### src/rtl/inst_fetcher_pkg.sv
// Shared types, sizes and FSM encodings for the instruction fetch front end.
package inst_fetcher_pkg;

    localparam int INST_W = 32;
    localparam int ADDR_W = 32;

    typedef logic [INST_W-1:0] inst_t;
    typedef logic [ADDR_W-1:0] addr_t;

    localparam int IF_IQ_DEPTH = 16;
    localparam int IF_IQ_PTR_W = 4;

    typedef enum logic [1:0] {
        IF_IDLE    = 2'd0,
        IF_WAIT    = 2'd1,
        IF_DISCARD = 2'd2
    } if_state_e;

    localparam logic TRUE  = 1'b1;
    localparam logic FALSE = 1'b0;

    // Every fetch is predicted sequential.
    function automatic addr_t next_seq_pc(input addr_t pc);
        return pc + 32'd4;
    endfunction

endpackage

### src/rtl/inst_fetcher_queue.sv
// Circular instruction queue holding {pc, inst} pairs for the decoder.
// Pointers wrap naturally because the depth is a power of two.
module inst_queue
    import inst_fetcher_pkg::*;
#(
    parameter int DEPTH = IF_IQ_DEPTH,
    parameter int PTR_W = IF_IQ_PTR_W
) (
    input  logic             clk,
    input  logic             rst,
    input  logic             flush_i,
    input  logic             push_i,
    input  logic [31:0]      push_pc_i,
    input  logic [31:0]      push_inst_i,
    input  logic             pop_i,
    output logic [31:0]      head_pc_o,
    output logic [31:0]      head_inst_o,
    output logic [PTR_W:0]   count_o,
    output logic             full_o,
    output logic             empty_o
);

    localparam logic [PTR_W:0] FULL_CNT = (PTR_W+1)'(DEPTH);

    logic [PTR_W-1:0] head_q, head_d;
    logic [PTR_W-1:0] tail_q, tail_d;
    logic [PTR_W:0]   count_q, count_d;
    logic             do_push;
    logic             do_pop;

    inst_t pc_mem   [DEPTH];
    inst_t inst_mem [DEPTH];

    assign empty_o = (count_q == '0);
    assign full_o  = (count_q == FULL_CNT);
    assign count_o = count_q;

    // Head is read straight from storage; a constant zero while empty keeps it stable.
    assign head_pc_o   = empty_o ? '0 : pc_mem[head_q];
    assign head_inst_o = empty_o ? '0 : inst_mem[head_q];

    // Pointer and occupancy next-state; flush overrides any push or pop.
    always_comb begin
        head_d  = head_q;
        tail_d  = tail_q;
        count_d = count_q;
        do_push = push_i && !flush_i;
        do_pop  = pop_i && !empty_o && !flush_i;
        if (flush_i) begin
            head_d  = '0;
            tail_d  = '0;
            count_d = '0;
        end else begin
            if (do_push) begin
                tail_d = tail_q + PTR_W'(1);
            end
            if (do_pop) begin
                head_d = head_q + PTR_W'(1);
            end
            if (do_push && !do_pop) begin
                count_d = count_q + (PTR_W+1)'(1);
            end else if (do_pop && !do_push) begin
                count_d = count_q - (PTR_W+1)'(1);
            end
        end
    end

    // Control state: pointers and occupancy.
    always_ff @(posedge clk) begin
        if (rst) begin
            head_q  <= '0;
            tail_q  <= '0;
            count_q <= '0;
        end else begin
            head_q  <= head_d;
            tail_q  <= tail_d;
            count_q <= count_d;
        end
    end

    // Entry storage; validity is tracked by the pointers, so no reset here.
    always_ff @(posedge clk) begin
        if (do_push) begin
            pc_mem[tail_q]   <= push_pc_i;
            inst_mem[tail_q] <= push_inst_i;
        end
    end

endmodule

### src/rtl/inst_fetcher.sv
// Instruction fetch stage: one outstanding sequential fetch at a time,
// buffered in an instruction queue, with ROB-driven rollback recovery.
module inst_fetcher
    import inst_fetcher_pkg::*;
#(
    parameter int          IQ_DEPTH = IF_IQ_DEPTH,
    parameter int          IQ_PTR_W = IF_IQ_PTR_W,
    parameter logic [31:0] RESET_PC = 32'h0
) (
    input  logic        clk,
    input  logic        rst,
    input  logic        rdy,
    output logic        mem_req_valid,
    output logic [31:0] mem_req_addr,
    input  logic        mem_resp_valid,
    input  logic [31:0] mem_resp_inst,
    output logic        out_valid,
    output logic [31:0] out_inst,
    output logic [31:0] out_pc,
    input  logic        out_ready,
    input  logic        rollback,
    input  logic [31:0] rollback_pc
);

    if_state_e state_q, state_d;
    addr_t     pc_q, pc_d;
    addr_t     addr_q, addr_d;

    logic              iq_push;
    logic              iq_pop;
    logic              iq_flush;
    logic [IQ_PTR_W:0] iq_count;
    logic              iq_full;
    logic              iq_empty;

    assign mem_req_valid = (state_q == IF_WAIT);
    assign mem_req_addr  = addr_q;
    assign out_valid     = (iq_count != '0);

    // Queue side effects only happen while enabled; rollback squashes the pop.
    assign iq_flush = rdy && rollback;
    assign iq_pop   = rdy && out_ready && !iq_empty && !rollback;

    // Fetch FSM next-state, pc redirect and push decision.
    always_comb begin
        state_d = state_q;
        pc_d    = pc_q;
        addr_d  = addr_q;
        iq_push = FALSE;
        if (rdy) begin
            case (state_q)
                IF_IDLE: begin
                    if (rollback) begin
                        pc_d = rollback_pc;
                    end else if (!iq_full) begin
                        state_d = IF_WAIT;
                        addr_d  = pc_q;
                    end
                end
                IF_WAIT: begin
                    if (rollback) begin
                        pc_d    = rollback_pc;
                        state_d = mem_resp_valid ? IF_IDLE : IF_DISCARD;
                    end else if (mem_resp_valid) begin
                        iq_push = TRUE;
                        pc_d    = next_seq_pc(pc_q);
                        state_d = IF_IDLE;
                    end
                end
                IF_DISCARD: begin
                    if (rollback) begin
                        pc_d = rollback_pc;
                    end
                    // The stale response is what we are waiting for, rollback or not.
                    if (mem_resp_valid) begin
                        state_d = IF_IDLE;
                    end
                end
                default: begin
                    state_d = IF_IDLE;
                end
            endcase
        end
    end

    // FSM, pc and request-address registers.
    always_ff @(posedge clk) begin
        if (rst) begin
            state_q <= IF_IDLE;
            pc_q    <= RESET_PC;
            addr_q  <= RESET_PC;
        end else begin
            state_q <= state_d;
            pc_q    <= pc_d;
            addr_q  <= addr_d;
        end
    end

    inst_queue #(
        .DEPTH (IQ_DEPTH),
        .PTR_W (IQ_PTR_W)
    ) u_queue (
        .clk         (clk),
        .rst         (rst),
        .flush_i     (iq_flush),
        .push_i      (iq_push),
        .push_pc_i   (pc_q),
        .push_inst_i (mem_resp_inst),
        .pop_i       (iq_pop),
        .head_pc_o   (out_pc),
        .head_inst_o (out_inst),
        .count_o     (iq_count),
        .full_o      (iq_full),
        .empty_o     (iq_empty)
    );

endmodule

### config.mk
export PLATFORM = sky130hd
export DESIGN_NAME = inst_fetcher
export DESIGN_NICKNAME = d
export VERILOG_FILES = /design/src/rtl/inst_fetcher_pkg.sv /design/src/rtl/inst_fetcher_queue.sv /design/src/rtl/inst_fetcher.sv
export SDC_FILE = /design/constraint.sdc
export NUM_CORES = 1
export LEC_CHECK = 0
export BUFFER_PORTS_ARGS = -buffer_cell sky130_fd_sc_hd__buf_2
export CORE_MARGIN = 2
export CORE_UTILIZATION = 40
export DETAILED_ROUTE_END_ITERATION = 7
export GPL_TIMING_DRIVEN = 0
export PLACE_DENSITY = 0.53
export REMOVE_ABC_BUFFERS = 1
export SLEW_MARGIN = 20
export SYNTH_ARGS = -nofsm -noshare
export SYNTH_HDL_FRONTEND = slang
export SYNTH_SLANG_ARGS = --single-unit
### constraint.sdc
create_clock -name clk -period 3.9 [get_ports clk]
set_input_delay 0.39 -clock clk [delete_from_list [all_inputs] [get_ports clk]]
set_output_delay 0.39 -clock clk [all_outputs]
set_load 0.02 [all_outputs]
After elaboration in Yosys (flattened, before gate mapping):

Memory sizes are Yosys's and may differ from the RTL's. A register that Yosys moved wholly into a read port is not among the register bits.
Cells that the tools add are included.

* bits in registers: 79
* memory bits (writable): 1024
* input bits: 70
* logic and storage cells: 70
* memories: 2

* add/subtract/negate cells: 5
* equal/unequal tests: 7
* mux-type cells: 24
* bitwise operators: 2
* reduce and logical (&&, ||, !) cells: 24

Memory list
* u_queue.inst_mem: words 16, width 32, read ports 1, clocked after Yosys merged registers in 1, write ports 1, line inst_fetcher_queue.sv:32 `inst_t inst_mem [DEPTH];`
* u_queue.pc_mem: words 16, width 32, read ports 1, clocked after Yosys merged registers in 1, write ports 1, line inst_fetcher_queue.sv:31 `inst_t pc_mem [DEPTH];`

Operators by type and width (number)
* $mux 32: 5
* $pmux 32 s2: 1
* $add 32x3->32 const B: 1
* $mux 4: 4
* $mux 2: 5
* $mux 5: 2
* $logic_and 1x1->1: 9
* $add 4x1->4 const B: 2
* $reduce_and 4->1: 2
* $mux 1: 6
* $pmux 2 s3: 1
* $add 5x1->5 const B: 1
* $eq 5x5->1 const B: 1
* $logic_not 1->1: 5
* $logic_not 5->1: 1
* $reduce_bool 5->1: 1
* $sub 5x1->5 const B: 1
* $ne 2x2->1 const B: 2
* $reduce_bool 2->1: 2
* $reduce_or 2->1: 2
* $ne 3x1->1 const B: 1
* $reduce_and 3->1: 1
* $eq 2x1->1 const B: 1
* $eq 2x2->1 const B: 1
* other kinds (3): 4

Depth between registers and ports, before layout:

Gate-level depths: netlist (run 1).

* depth in word-level cells: 9
* depth in mapped cells: 13
* gate-level depth less buffers: 11

Modules after synthesis:

Synthesis (run 1) repeated with hierarchy kept, for this count alone.

* cells, all modules: 2104
* area, all modules: 42919.9 µm²

By module, submodules not included
* inst_queue: times used 1, cells an instance 1685, area each 39683.1 µm²
* inst_fetcher: times used 1, cells an instance 419, area each 3236.9 µm²

Worst setup path before layout (run 1):

Ideal clock, no wire load.

* kind: register -> register
* from: register state_q[0]
* to: memory u_queue.inst_mem[4][0] (netlist bit), enable pin
* library setup time: 0.429 ns
* arrival time: 3.026 ns
* data required time: 3.471 ns
* slack: 0.445 ns
* cell stages (with the launch flop): 9
* period minus slack after synthesis: 3.455 ns
* path through: dfxtp_1 buf_2 and2b_1 nand3_2 inv_1 buf_2 nand2_1 nor2_1 and2_1

* cells in the longest elaborated chain, start to end: 6

Ends and longest elaborated chain
* from (decl): line inst_fetcher.sv:25 `if_state_e state_q, state_d;`
* from (signal assigned): line inst_fetcher.sv:93 `state_q <= state_d;`
* $eq 2x1->1
* net mem_req_valid: line inst_fetcher.sv:13 `output logic mem_req_valid,`
* $mux 1: line inst_fetcher.sv:51 `case (state_q)`
* $mux 1: line inst_fetcher.sv:50 `if (rdy) begin`
* $logic_and 1x1->1: line inst_fetcher_queue.sv:47 `do_push = push_i && !flush_i;`
* net u_queue.do_push: line inst_fetcher_queue.sv:28 `logic do_push;`
* $mux 1: line inst_fetcher_queue.sv:83 `if (do_push) begin`
* $mux 1 (implied by the code): line inst_fetcher_queue.sv:85 `inst_mem[tail_q] <= push_inst_i;`
* to (decl): line inst_fetcher_queue.sv:32

The timed path passes the listed nets, and every way through them passes these cells.

==> results.toml, run 1 <==
[clock_tree]
htree_levels = 3
cts_buffer_depth = 3
cts_buffers = 115
cts_sinks = 1107
path_clk_slew_ps = 70
cts_resized = 0
clkLatencyLatePin_ps = 690
cts_tree = "built"
root_buffer = "clkbuf_16"

[worst_setup_path]
crit_chain = "buf_16, buf_12, buf_16, buf_12, mux4_2, mux2i_1, o22ai_1, buf_2"
r2r_slack_ps = 570
crit_path_max_incr_delay_ps = 540
reg2reg_depth = 11
worst_ep_arrival_time_ps = 3220
critPathMaxFanout = 33
r2r-start = "state_q[0]$_SDFFE_PP0P_"
startpoint_type = "flip-flop"
r2r-end = "u_queue.count_o[4]$_SDFFE_PP0P_"
crit_required_ps = 3510
cp-end-kind = "primary output"
crit_slowest_cell = "mux4_2"
path_class = "flip-flop to primary output"

[logic_synthesis]
syn_area_um2 = 42700
synth_enable_flop_cells = 1024
yosysWarnings = 0
synthFlopType = "edfxtp_1"
ys_types = 59
synth_seq_area_share_pct = 75.9
synth-seq-cells = 1107
synthCells = 2071
avgSynthCellArea_um2 = 20.6
ys_async_sr_fraction_pct = 0

[placement]
io_buffers = 167
gp_congestion = 0.767
hpwlAfterDp_um = 59600
placedInstanceArea_um2 = 46200

[pwr]
seq_power_share_pct = 53.9
power_leakage_nw = 15.7
worst_ir_drop_vdd_v = 0.000300
p_switching_mw = 5.04
combPwrFrac_pct = 2.3
switching_share_pct = 20.6
finalPower_mw = 24.5
power_density_nw_per_um2 = 490
internal_power_mw = 19.4
p_clk_share_pct = 43.9

[outcome]
status = "complete, no violations"

[sta]
rsz0062_at_grt = "false"
worst_pin_slew_ps = 1060
skew_ps = 22.7
relSlewSlack_pct = 29.0
hold_viol = 0
finalCritPeriodShare_pct = 92.7
drv_slew = 0
min_period_ps = 3610
setup_viol_count_final = 0
fmax_mhz = 277

[layout]
n_antenna_cell = 0
drive_above_1_share_pct = 28.6
nFillCells = 8674
postLayoutCellArea_um2 = 50000
area_delta_synth_final_pct = 17.0
layout_commonest_cell = "edfxtp_1"
fin_nets = 2382
mostFrequentLayoutCells = "edfxtp_1, mux4_2, buf_2"

[detailed_routing]
wire_per_inst_um = 27.5
vias = 21354
drtIter0Drc = 2007
ant_nets = 0
route.detailed.drc = 0
routed_wl_um = 104000
firstDrtPassIters = 5
vias_per_cell = 5.63

[die]
core-area_um2 = 106000
fp-row-count = 119
die_w_um = 331
chipHeight_um = 331
initial_core_util_pct = 40.4
ioPinCount = 168
dieArea_um2 = 109000

[global_routing]
antenna_found_initial = 0
grt_max_degree = 57
grt_pass1_vias = 22333
grt_pass1_wl_um = 151000
grt-ovfl-total = 0
grtUsageTotal_pct = 19.2

[min_path]
hold_end = "pc_q[22]$_SDFFE_PP0P_"
min_from = "rollback_pc[22]"
min_path_type = "primary input to flip-flop"
holdPathStages = 3

[flow_run]
cap_viol_max_count = 0
## per-layer routing
metal / track usage, % / part of all wire [%] / vias up
met1: 27.6 / 44 / 11435
met2: 30.5 / 48 / 643
met5: 0 / 0 / -
met4: 5.66 / 2.5 / 0
li1: - / - / 9109
met3: 2.90 / 5.2 / 167
## worst max-delay path: cells and delay by family, from the launching register on
kind	cells	cell delay, ps
buf+inv	5	1250
mux	2	690
compound gates	1	150
flops	1	370
## cell type report
type	count	area [um^2]	area share, %
clock buffers	140	3010	6.03
clock inverters	78	689	1.38
inverters	10	37.5	0.0751
multi-input cells	837	9810	19.6
flip-flops and latches	1107	32400	64.9
well taps	1391	1740	3.48
repair buffers	230	2250	4.51
## cell usage after synthesis, types with 4 or more instances
master,count,area [um^2]
a211oi_1,11,82.6
a21o_1,4,30.0
a21oi_1,57,285
a311oi_1,10,87.6
and2_1,12,75.1
and3_1,15,93.8
and4_1,9,78.8
buf_1,14,52.6
buf_2,50,250
clkbuf_1,51,191
dfxtp_1,83,1660
edfxtp_1,1024,30700
ha_1,10,125
inv_1,10,37.5
mux2i_1,131,1310
mux4_2,256,5770
nand2_1,94,353
nand2b_1,4,25.0
nand3_1,13,65.1
nand4_1,4,25.0
nor2_1,35,131
nor3_1,15,75.1
nor4_1,4,25.0
o21a_1,4,30.0
o21ai_0,26,130
o22ai_1,68,425
or3_1,4,25.0
xor2_1,6,52.6
## cell families (layout without fill, tap and decap cells)
| group | count (synthesis) | count (layout) | share of synthesized area [%] |
|---|---|---|---|
| DFF | 1107 | 1107 | 75.9 |
| muxes | 388 | 388 | 16.6 |
| and+or+nand+nor | 226 | 226 | 2.67 |
| AOI/OAI and AO/OA | 203 | 203 | 3.01 |
| buffers and inverters | 127 | 458 | 1.29 |
| adders and majority gates | 11 | 11 | 0.340 |
| xor gates and xnor gates | 9 | 9 | 0.185 |
## sequential cells by signal, indices dropped and copies added (netlist names), named ones only
name and count:
mem_req_addr 32, pc_q 32, state_q 2, u_queue.count_o 5, u_queue.head_q 4, u_queue.inst_mem 512, u_queue.pc_mem 512, u_queue.tail_q 4
## power by group through the flow
stage | sequential, mW | combinational [mW] | clock (mW)
3_3_place_gp | 13.4 | 0.533 | 0
5_1_grt | 13.2 | 0.601 | 11.4
4_1_cts | 13.2 | 0.559 | 11.0
3_5_place_dp | 13.4 | 0.554 | 0
2_1_floorplan | 13.4 | 0.258 | 0
6_report | 13.2 | 0.551 | 10.7
## how the worst max path moves through the flow
stage                                                 end  slack (ps)  startpoint
after CTS                                       out_pc[1]         140   flip-flop
after global placement                         out_pc[22]      -14360   flip-flop
after global routing                           out_pc[29]          30   flip-flop
after detailed placement  u_queue.count_o[4]$_SDFFE_PP0P_         360         rdy
after floorplan                               out_inst[0]       -8390   flip-flop
final                                          out_pc[29]         290   flip-flop
## per-stage QoR
stage                TNS, ps  hold slack, ps  instances  setup WS (ps)  util, %
floorplan            -536720             459       1954          -8390        -
global placement    -3046540             445       3512         -14360     42.4
detailed placement         0             446       3569            359     43.8
CTS                        0            7.11       3793            145     47.3
global route               0            53.6       3793           26.6     47.3
finish                     0            41.9       3793            286     47.3
## repair_timing
| action | 4_1_cts | 5_1_grt |
|---|---|---|
| setup endpoints to repair | 7 | 0 |
| setup buffers | 1 | 0 |
| hold buffers | 5 | 0 |
| hold endpoints to repair | 5 | 0 |
Power figures use the tool's default switching activity.
==> run 2: changes to the inputs <==
CTS_BUF_LIST = sky130_fd_sc_hd__clkbuf_2   (was default)
TNS_END_PERCENT = 10   (was default)
==> results.toml, run 2 (same netlist as run 1, synthesis figures left out) <==
[worst_setup_path]
critPathMaxFanout = 7
r2r-end = "pc_q[20]$_SDFFE_PP0P_"
startpoint_type = "flip-flop"
r2r-start = "pc_q[2]$_SDFFE_PP0P_"
reg2reg_depth = 8
path_class = "flip-flop to primary output"
crit_required_ps = 3510
r2r_slack_ps = 40
cp-end-kind = "primary output"
worst_ep_arrival_time_ps = 3490

[min_path]
holdPathStages = 6
min_from = "mem_resp_valid"
min_path_type = "primary input to flip-flop"
hold_end = "pc_q[26]$_SDFFE_PP0P_"

[detailed_routing]
routed_wl_um = 111000
vias = 23464
ant_nets = 0
drtIter0Drc = 1966
firstDrtPassIters = 5
route.detailed.drc = 0
vias_per_cell = 5.49
wire_per_inst_um = 26.1

[placement]
dp_slack_ps = 359
gp_congestion = 0.767
io_buffers = 167
hpwlAfterDp_um = 59600

[sta]
fmax_mhz = 258
rsz0062_at_grt = "true"
layout_setup_ws_ps = 18.5
worst_pin_slew_ps = 1060
drv_slew = 0
skew_ps = 138
setup_viol_count_final = 0
relSlewSlack_pct = 29.6
hold_viol = 0
tns_ps = 0
min_period_ps = 3880
finalCritPeriodShare_pct = 99.5

[global_routing]
grt_pass1_vias = 25052
grt-ovfl-total = 0
grt_max_degree = 57
antenna_found_initial = 3
grt_pass1_wl_um = 162000
grtUsageTotal_pct = 20.6

[layout]
final_core_util_pct = 48.7
mostFrequentLayoutCells = "edfxtp_1, clkbuf_2, mux4_2"
drive_above_1_share_pct = 36.0
largest_registers = "u_queue.inst_mem (512), u_queue.pc_mem (512)"
area_delta_synth_final_pct = 20.5
layout_commonest_cell = "edfxtp_1"
fin_nets = 2780

[die]
chipHeight_um = 331
core-area_um2 = 106000
initial_core_util_pct = 40.4
dieArea_um2 = 109000
die_w_um = 331
fp-row-count = 119
ioPinCount = 168

[clock_tree]
cts_sinks = 1107
cts_tree = "built"
root_buffer = "clkbuf_2"
clkLatencyLatePin_ps = 1470
cts_buffers = 302
cts_buffer_depth = 4
path_clk_slew_ps = 100
htree_levels = 5

[outcome]
status = "complete, no violations"

[flow_run]
cap_viol_max_count = 0

[pwr]
power_density_nw_per_um2 = 420
worst_ir_drop_vdd_v = 0.000217
finalPower_mw = 21.6
power_leakage_nw = 16.9
==> run 2: cell count changes in the layout (fill, tap and decap cells not counted), moves of 15 or more <==
cell	change
clkbuf_1	-22
buf_16	+15
clkinv_2	-24
clkbuf_16	-115
buf_4	+19
o22ai_1	-17
clkbuf_2	+433
o22ai_2	+17
dlygate4sd3_1	+175
==> run 2: worst max-delay path by stage <==
stage	to	slack (ps)	startpoint	cells past startpoint
6_report	out_inst[30]	20	flip-flop	9
5_1_grt	out_inst[30]	-250	flip-flop	9
4_1_cts	out_inst[30]	-230	flip-flop	9
3_5_place_dp	u_queue.count_o[4]$_SDFFE_PP0P_	360	rdy	12
3_3_place_gp	out_pc[22]	-14360	flip-flop	4
2_1_floorplan	out_inst[0]	-8390	flip-flop	3
==> run 2: final cells by class <==
type / count / area [um^2]
antenna: 6 / 15.0
clock buffer: 433 / 2170
clock inverter: 47 / 317
fill: 8835 / 54100
inverter: 10 / 37.5
multi-input combinational: 837 / 10000
sequential: 1107 / 32400
tap: 1391 / 1740
timing repair buffer: 441 / 4750
==> run 2: power by group <==
part / total (mW) / leakage [nW] / internal [mW] / switching [mW]
registers: 13.2 / 10.1 / 13.0 / 0.159
clock network: 7.74 / 1.96 / 3.24 / 4.50
logic: 0.730 / 4.90 / 0.324 / 0.406
==> run 2: repair_timing <==
item                                   CTS  global route
setup buffers                           20             2
gates resized for setup                 37            39
hold buffers                           179             1
endpoints found under the hold margin  910            17
pin swaps                                4             6
setup endpoints to repair               64            65
gates cloned                            16             1
==> run 2: through the flow <==
step | cell area, um^2 | cells | hold slack (ps)
floorplan | 42200 | 1954 | 459
global placement | 44800 | 3512 | 445
detailed placement | 46200 | 3569 | 446
CTS | 51300 | 4264 | 39.1
global route | 51400 | 4269 | 178
finish | 51400 | 4272 | 281
==> run 2: worst max-delay path, stage by stage, from the launching register on <==
cell and delay, ps:
dfxtp_4 380, buf_16 140, buf_16 130, buf_16 140, buf_12 130, buf_16 140, mux4_2 500, mux2i_1 150
o22ai_1 120, buf_4 170
==> run 2: routing by layer <==
layer	GRT usage, %	routed length, um	part of all wire [%]	vias up
met4	7.02	2430	2.2	0
met3	3.88	6300	5.7	195
li1	-	-	-	10074
met1	28.8	48800	44	12332
met2	32.7	53800	48	863
met5	0	0	0	-
